===== config.mk =====
export PLATFORM = sky130hd
export DESIGN_NAME = wm_panel_ctrl
export DESIGN_NICKNAME = d
export VERILOG_FILES = /design/src/rtl/wm_panel_ctrl.sv
export SDC_FILE = /design/constraint.sdc
export NUM_CORES = 1
export LEC_CHECK = 0
export CORE_MARGIN = 1
export CORE_UTILIZATION = 53
export CTS_BUF_LIST = sky130_fd_sc_hd__clkbuf_16
export CTS_CLUSTER_DIAMETER = 200
export DETAILED_ROUTE_END_ITERATION = 7
export HOLD_SLACK_MARGIN = 0.15
export PLACE_DENSITY_LB_ADDON = 0.3
export SETUP_SLACK_MARGIN = 0.3
export SLEW_MARGIN = 25
export SYNTH_ARGS = -nofsm -noshare
export SYNTH_HDL_FRONTEND = slang
export SYNTH_SLANG_ARGS = --single-unit

===== constraint.sdc =====
create_clock -name clk -period 1.71 [get_ports clk]
set_input_delay 0.513 -clock clk [delete_from_list [all_inputs] [get_ports clk]]
set_output_delay 0.513 -clock clk [all_outputs]
set_load 0.1 [all_outputs]

===== src/rtl/wm_panel_ctrl.sv =====
// -----------------------------------------------------------------------------
// wm_panel_ctrl
// Front-panel input conditioner for the washing machine controller.
// Four raw push-buttons (power, start, pause, mode) are synchronized and
// debounced. Each accepted press becomes a one-cycle event that drives a small
// run-status FSM (OFF / READY / RUNNING / PAUSED). The FSM produces the
// controller's power/start/pause/mode inputs. It locks out illegal presses
// mid-cycle and flags them with a one-cycle beep.
//
// Ports
//   clk            in   system clock, rising edge
//   reset          in   synchronous active-low reset
//   btn_*_raw      in   raw asynchronous buttons, 1 = pressed
//   door_closed    in   door switch (synchronous), 1 = closed
//   done           in   cycle-complete level from the washing controller
//   power          out  power enable (registered)
//   start          out  one-cycle start pulse (registered)
//   pause          out  pause level (registered)
//   mode           out  wash mode 00 quick / 01 normal / 10 heavy (registered)
//   busy           out  1 while RUNNING or PAUSED (registered)
//   beep           out  one-cycle pulse on a rejected press (registered)
// -----------------------------------------------------------------------------
module wm_panel_ctrl #(
  parameter int unsigned DEBOUNCE_CYCLES   = 4,
  parameter int unsigned LONG_PRESS_CYCLES = 16,
  parameter int unsigned CNT_W             = 8
) (
  input  logic       clk,
  input  logic       reset,
  input  logic       btn_power_raw,
  input  logic       btn_start_raw,
  input  logic       btn_pause_raw,
  input  logic       btn_mode_raw,
  input  logic       door_closed,
  input  logic       done,
  output logic       power,
  output logic       start,
  output logic       pause,
  output logic [1:0] mode,
  output logic       busy,
  output logic       beep
);

  localparam int NB      = 4;
  localparam int B_POWER = 0;
  localparam int B_START = 1;
  localparam int B_PAUSE = 2;
  localparam int B_MODE  = 3;

  localparam logic [CNT_W-1:0] DB_LAST = CNT_W'(DEBOUNCE_CYCLES - 1);
  localparam logic [CNT_W-1:0] LP_LAST = CNT_W'(LONG_PRESS_CYCLES - 1);
  localparam logic [CNT_W-1:0] CNT_MAX = {CNT_W{1'b1}};

  typedef enum logic [1:0] {
    ST_OFF     = 2'd0,
    ST_READY   = 2'd1,
    ST_RUNNING = 2'd2,
    ST_PAUSED  = 2'd3
  } state_t;

  // Wash mode sequence quick -> normal -> heavy -> quick; 11 is never produced.
  function automatic logic [1:0] mode_step(input logic [1:0] m);
    logic [1:0] r;
    case (m)
      2'b00:   r = 2'b01;
      2'b01:   r = 2'b10;
      default: r = 2'b00;
    endcase
    return r;
  endfunction

  // ---------------------------------------------------------------------------
  // Button conditioning: 2-flop sync, counting debouncer, rising-edge event
  // ---------------------------------------------------------------------------
  logic [NB-1:0]            raw_s;
  logic [NB-1:0]            sync1_q, sync2_q;
  logic [NB-1:0]            deb_q, deb_d;
  logic [NB-1:0]            deb_prev_q;
  logic [NB-1:0]            evt_q;
  logic [NB-1:0][CNT_W-1:0] db_cnt_q, db_cnt_d;

  assign raw_s = {btn_mode_raw, btn_pause_raw, btn_start_raw, btn_power_raw};

  // Debounce next-state: level changes only after DEBOUNCE_CYCLES consecutive
  // synced samples that disagree with the current debounced level.
  always_comb begin
    deb_d    = deb_q;
    db_cnt_d = db_cnt_q;
    for (int i = 0; i < NB; i++) begin
      if (sync2_q[i] == deb_q[i]) begin
        db_cnt_d[i] = '0;
      end else if (db_cnt_q[i] == DB_LAST) begin
        deb_d[i]    = sync2_q[i];
        db_cnt_d[i] = '0;
      end else begin
        db_cnt_d[i] = db_cnt_q[i] + 1'b1;
      end
    end
  end

  // Conditioning registers; the event is registered so the FSM sees it one
  // cycle after the debounced rise.
  always_ff @(posedge clk) begin
    if (!reset) begin
      sync1_q    <= '0;
      sync2_q    <= '0;
      deb_q      <= '0;
      deb_prev_q <= '0;
      evt_q      <= '0;
      db_cnt_q   <= '0;
    end else begin
      sync1_q    <= raw_s;
      sync2_q    <= sync1_q;
      deb_q      <= deb_d;
      deb_prev_q <= deb_q;
      evt_q      <= deb_q & ~deb_prev_q;
      db_cnt_q   <= db_cnt_d;
    end
  end

  // ---------------------------------------------------------------------------
  // Run-status FSM with registered outputs
  // ---------------------------------------------------------------------------
  state_t           state_q, state_d;
  logic [1:0]       mode_q, mode_d;
  logic             armed_q, armed_d;
  logic [CNT_W-1:0] lp_cnt_q, lp_cnt_d;
  logic             power_q, power_d;
  logic             start_q, start_d;
  logic             pause_q, pause_d;
  logic             busy_q, busy_d;
  logic             beep_q, beep_d;
  logic             busy_st_s;
  logic             lp_hit_s;

  assign busy_st_s = (state_q == ST_RUNNING) || (state_q == ST_PAUSED);
  // Long hold fires on the cycle the hold length reaches LONG_PRESS_CYCLES.
  assign lp_hit_s  = busy_st_s && deb_q[B_POWER] && (lp_cnt_q == LP_LAST);

  // Next state and outputs. Event priority is power > start > pause > mode;
  // in the busy states a long power hold and then cycle completion come first.
  always_comb begin
    state_d = state_q;
    mode_d  = mode_q;
    armed_d = armed_q;
    start_d = 1'b0;
    beep_d  = 1'b0;

    case (state_q)
      ST_OFF: begin
        if (evt_q[B_POWER]) begin
          state_d = ST_READY;
        end else begin
          state_d = ST_OFF;
        end
      end

      ST_READY: begin
        if (evt_q[B_POWER]) begin
          state_d = ST_OFF;
        end else if (evt_q[B_START]) begin
          // A same-cycle mode event is dropped here: mode freezes once busy.
          if (door_closed) begin
            state_d = ST_RUNNING;
            start_d = 1'b1;
            armed_d = 1'b0;
          end else begin
            beep_d  = 1'b1;
          end
        end else if (evt_q[B_PAUSE]) begin
          state_d = ST_READY;
        end else if (evt_q[B_MODE]) begin
          mode_d  = mode_step(mode_q);
        end else begin
          state_d = ST_READY;
        end
      end

      ST_RUNNING: begin
        if (lp_hit_s) begin
          state_d = ST_OFF;
        end else if (done && armed_q) begin
          state_d = ST_READY;
        end else begin
          // A stale done from the previous cycle must drop before completion counts.
          if (!done) begin
            armed_d = 1'b1;
          end else begin
            armed_d = armed_q;
          end
          if (evt_q[B_POWER] || evt_q[B_START]) begin
            beep_d  = 1'b1;
          end else if (evt_q[B_PAUSE]) begin
            state_d = ST_PAUSED;
          end else if (evt_q[B_MODE]) begin
            beep_d  = 1'b1;
          end else begin
            state_d = ST_RUNNING;
          end
        end
      end

      ST_PAUSED: begin
        if (lp_hit_s) begin
          state_d = ST_OFF;
        end else if (evt_q[B_POWER] || evt_q[B_START]) begin
          beep_d  = 1'b1;
        end else if (evt_q[B_PAUSE]) begin
          state_d = ST_RUNNING;
        end else if (evt_q[B_MODE]) begin
          beep_d  = 1'b1;
        end else begin
          state_d = ST_PAUSED;
        end
      end

      default: begin
        state_d = ST_OFF;
      end
    endcase

    power_d = (state_d != ST_OFF);
    busy_d  = (state_d == ST_RUNNING) || (state_d == ST_PAUSED);
    pause_d = (state_d == ST_PAUSED);

    // Long-press counter: held power while busy; clears on release or state change.
    if (busy_st_s && deb_q[B_POWER] && (state_d == state_q)) begin
      if (lp_cnt_q == CNT_MAX) begin
        lp_cnt_d = lp_cnt_q;
      end else begin
        lp_cnt_d = lp_cnt_q + 1'b1;
      end
    end else begin
      lp_cnt_d = '0;
    end
  end

  // FSM state and registered outputs.
  always_ff @(posedge clk) begin
    if (!reset) begin
      state_q  <= ST_OFF;
      mode_q   <= 2'b01;
      armed_q  <= 1'b0;
      lp_cnt_q <= '0;
      power_q  <= 1'b0;
      start_q  <= 1'b0;
      pause_q  <= 1'b0;
      busy_q   <= 1'b0;
      beep_q   <= 1'b0;
    end else begin
      state_q  <= state_d;
      mode_q   <= mode_d;
      armed_q  <= armed_d;
      lp_cnt_q <= lp_cnt_d;
      power_q  <= power_d;
      start_q  <= start_d;
      pause_q  <= pause_d;
      busy_q   <= busy_d;
      beep_q   <= beep_d;
    end
  end

  assign power = power_q;
  assign start = start_q;
  assign pause = pause_q;
  assign mode  = mode_q;
  assign busy  = busy_q;
  assign beep  = beep_q;

endmodule


==> results.txt <==
- The flow ran to the end, and the final reports show no timing, DRC or antenna violations.
- Clock latency on the worst-skew pair, taken at its later pin, is 320 ps.
- Final worst clock skew: 6.889 ps
- Starting utilization of the core area: 54.83%
- Entering global routing, the biggest net connects 17 pins.
- Drt drc: 0
- Synthesis produced a netlist whose cell count is 287.
* TritonCTS Sinks: 70
* Flops & latches, synth: 70
- Minimum period implied by the final worst setup slack: 1566 ps
* Arrival time reported for the critical path endpoint: 1810 ps
* Clock Power Share: 47.5%
* Detailed router's first-iteration violation count: 58
- Primary flip-flop cell chosen by synthesis mapping: sky130_fd_sc_hd__dfxtp_1
- Total Negative Setup Slacks: 0 ps
- CP endpoint kind: register
* Critical-path maximum fanout: 4
* Final HPWL DP: 3204 um
- Number of detailed-routing iterations run before antenna repair: 4
- In this run the tool buffered the top-level ports with 14 buffer cells.
- Die Area: 5578 um^2
* Post-route total power: 0.003255 W
* Leakage dissipation: 1.391 nW
* Vias after detailed routing: 2,094
- Power spent charging and discharging nets: 0.0006391 W
- The internal power of the cells totals 0.002615 W.
* Hold path depth: 1
- Worst hold start: deb_prev_q[2]
- Sequential-to-total area share from yosys stat: 50.04%
- Highest clock rate: 638.6 MHz
- Number of max-cap violations: 0
- Number of buffers created by CTS: 9
- Row generation in the floorplan step produced 26 rows.
- Nets: 343
* IR Drop Worst-Case VDD: 0.7907 mV
- Final clock period utilization by the worst path: 91.57%
- The synthesized design contains 0 enable-type register cells.
- Area of the core: 5107 um^2
* Start-to-end type of the worst setup path: reg -> reg
* Fin util: 71.71%
* Layout overhead on the synthesized area: 30.79%
- Grt ovf: 0
- Post-synth cell types: 41
- The first global-routing pass estimated 8659 um of wire.
* Worst reg2reg path depth: 6
- Total standard cell area after synthesis: 2800 um^2
- The die is 74.69 um wide.
* Vertical extent of the die: 74.69 um
- Global routing consumed, over all layers together, 20.99% of the routing resources.
* Post-synthesis average cell area: 9.757 um^2
- Post-synthesis async set-or-reset flop share: 0%
- Part of the total power dissipated in combinational logic: 1.9%
- Max Slew Vio Count: 0
- Once detail routing completed, the nets flagged for antenna violations numbered 0.
- CTS clock-pin slew for the worst setup and hold paths: 50 ps
* Final hold violation count: 0
* Diodes inserted: 0
* Met1 routed wirelength after detailed routing: 2488 um
- First element of the critical path: lp_cnt_q[0]
- Total length of routed met3 wires: 162 um
* Setup repair after global routing missed its margin: yes
- CTS built an H-tree with a depth of 3.
- Number of vias per cell: 5.183
* End of the critical path: lp_cnt_q[6]
- Count of final setup violators: 0
- Cell chosen for the clock root: sky130_fd_sc_hd__clkbuf_16
- The tightest min-delay check is of the reg -> reg type.
- Relative max-transition margin: 78.25%
* Worst setup slack for register-to-register paths: 140 ps
- Post-detailed-route wirelength per cell: 13.18 um
- Count of warnings emitted by yosys: 0
- Routability-driven placement congestion ratio: 0.8089
- Nets in the synthesized netlist: 300
* Switching part of the total power: 19.64%
- Of the total power, registers draw 50.6%.
- Routed signal wires occupy layers up through met4.
- In this run the deepest clock path goes through 2 buffers.
- Num ports: 15
- Hold Slack: 383.6 ps
- The worst register-to-register path ends at lp_cnt_q[6].
* Number of antenna violations at the first check in global routing: 0
- Dividing total power by cell area gives a power density of 888.7 nW/um^2.
* Worst R2R Start: lp_cnt_q[0]
- WL met2: 2580 um
* Final WL: 5324 um
* Share of final-layout standard cells stronger than drive strength 1: 24.55%
- Slew at the pin closest to its max-slew limit: 322.0 ps
* Number of global-route vias before repair: 1,979
- STA puts the critical path data required time at 1950 ps.
* Startpoint class of the critical path: register
- TritonCTS clock tree: done
[cells in the final DEF (no fill, tap or decap), types with 7 or more instances in the layout]
master / netlist / final
sky130_fd_sc_hd__xor2_1: 22 / 22
sky130_fd_sc_hd__buf_4: 0 / 19
sky130_fd_sc_hd__dfxtp_2: 0 / 11
sky130_fd_sc_hd__nor2_1: 39 / 38
sky130_fd_sc_hd__and2_1: 13 / 12
sky130_fd_sc_hd__nand2_1: 13 / 13
sky130_fd_sc_hd__nand3_1: 28 / 24
sky130_fd_sc_hd__buf_12: 0 / 8
sky130_fd_sc_hd__dfxtp_1: 70 / 57
sky130_fd_sc_hd__inv_1: 7 / 10
sky130_fd_sc_hd__nor2b_1: 8 / 7
sky130_fd_sc_hd__clkbuf_16: 0 / 9
sky130_fd_sc_hd__xnor2_1: 7 / 7
sky130_fd_sc_hd__and3_1: 11 / 10
[per-layer routing]
layer  global-route usage, %  vias to the layer above
met1                   25.34                      982
met3                   6.158                        7
met5                       0                        -
li1                        -                     1078
met2                   33.73                       27
met4                   11.53                        0
[kinds of logic (layout without fill, tap and decap cells)]
group           Yosys count  count (layout)  synth area share (%)
simple gates            130             130                 24.17
flops                    70              70                 50.04
compound gates           35              35                 10.63
xor+xnor                 29              29                 9.070
buf+inv                  13              60                 2.055
fa+ha+maj                 5               5                 2.234
mux                       5               5                 1.787
[power by group through the flow]
stage	Clock (W)	Combinational, W	Sequential, W
after floorplan	0	0.0000243	0.00168
after global placement	0	0.0000512	0.00168
after detailed placement	0	0.0000519	0.00168
after CTS	0.00158	0.0000604	0.00165
after global routing	0.00165	0.0000672	0.00165
final	0.00155	0.0000611	0.00165
[flip-flops by register name (all words and copies together), names as in the netlist]
register    cells
sync1_q         4
state_q         2
pause           1
power           1
db_cnt_q       32
armed_q         1
sync2_q         4
mode            2
busy            1
start           1
evt_q           4
lp_cnt_q        8
deb_q           4
deb_prev_q      4
beep            1
[Yosys cell counts (2+ instances only)]
master | count | area (um^2)
sky130_fd_sc_hd__nor2b_1 | 8 | 50.05
sky130_fd_sc_hd__a21boi_0 | 4 | 30.03
sky130_fd_sc_hd__nand2_1 | 13 | 48.80
sky130_fd_sc_hd__a31o_2 | 2 | 17.52
sky130_fd_sc_hd__nand4_1 | 2 | 12.51
sky130_fd_sc_hd__nor3_1 | 4 | 20.02
sky130_fd_sc_hd__ha_1 | 5 | 62.56
sky130_fd_sc_hd__and2_1 | 13 | 81.33
sky130_fd_sc_hd__mux2i_1 | 5 | 50.05
sky130_fd_sc_hd__nand3_1 | 28 | 140.1
sky130_fd_sc_hd__nor2_1 | 39 | 146.4
sky130_fd_sc_hd__or3_1 | 2 | 12.51
sky130_fd_sc_hd__o31ai_1 | 2 | 15.01
sky130_fd_sc_hd__xor2_1 | 22 | 192.7
sky130_fd_sc_hd__and3_1 | 11 | 68.82
sky130_fd_sc_hd__dfxtp_1 | 70 | 1401
sky130_fd_sc_hd__inv_1 | 7 | 26.28
sky130_fd_sc_hd__nor4b_1 | 2 | 17.52
sky130_fd_sc_hd__o21ai_0 | 6 | 30.03
sky130_fd_sc_hd__a21oi_1 | 9 | 45.04
sky130_fd_sc_hd__o2111ai_4 | 2 | 52.55
sky130_fd_sc_hd__and4_1 | 2 | 17.52
sky130_fd_sc_hd__a31o_1 | 2 | 17.52
sky130_fd_sc_hd__nor4_1 | 2 | 12.51
sky130_fd_sc_hd__xnor2_1 | 7 | 61.31
sky130_fd_sc_hd__clkbuf_1 | 3 | 11.26
[through the flow]
stage          area, um^2  cells  setup WS [ps]
3_5_place_dp         3162    376         -199.8
3_3_place_gp         3162    376         -173.5
4_1_cts              3608    402          168.6
5_1_grt              3662    404          98.71
6_report             3662    404          144.1
2_1_floorplan        2816    287          243.0
[what timing repair did]
item                                    in CTS  in global routing
endpoints found under the setup margin      46                 18
setup buffers                               11                  2
hold buffers                                 0                  0
resized for setup                           26                 10
pin swaps                                    7                  7
endpoints found under the hold margin        0                  0
[worst max-delay path: stages (launching register included)]
cell	delay (ps)
sky130_fd_sc_hd__dfxtp_4	350
sky130_fd_sc_hd__ha_4	170
sky130_fd_sc_hd__and3_4	200
sky130_fd_sc_hd__a31oi_4	230
sky130_fd_sc_hd__o2111ai_4	200
sky130_fd_sc_hd__buf_6	170
sky130_fd_sc_hd__a21oi_1	160
[worst min-delay path by stage]
stage,endpoint,slack (ps)
6_report,evt_q[2],380
5_1_grt,evt_q[1],400
4_1_cts,evt_q[2],380
3_5_place_dp,evt_q[0],370
3_3_place_gp,evt_q[1],370
2_1_floorplan,evt_q[0],370
[cell type report]
class / count / area, um^2
clock inverter: 6 / 23.77
fill: 359 / 1445
multi-input combinational: 204 / 1469
sequential: 70 / 1423
inverter: 8 / 30.03
timing repair buffer: 37 / 404.1
tap: 70 / 87.58
clock buffer: 9 / 225.2
Power figures use the tool's default switching activity.
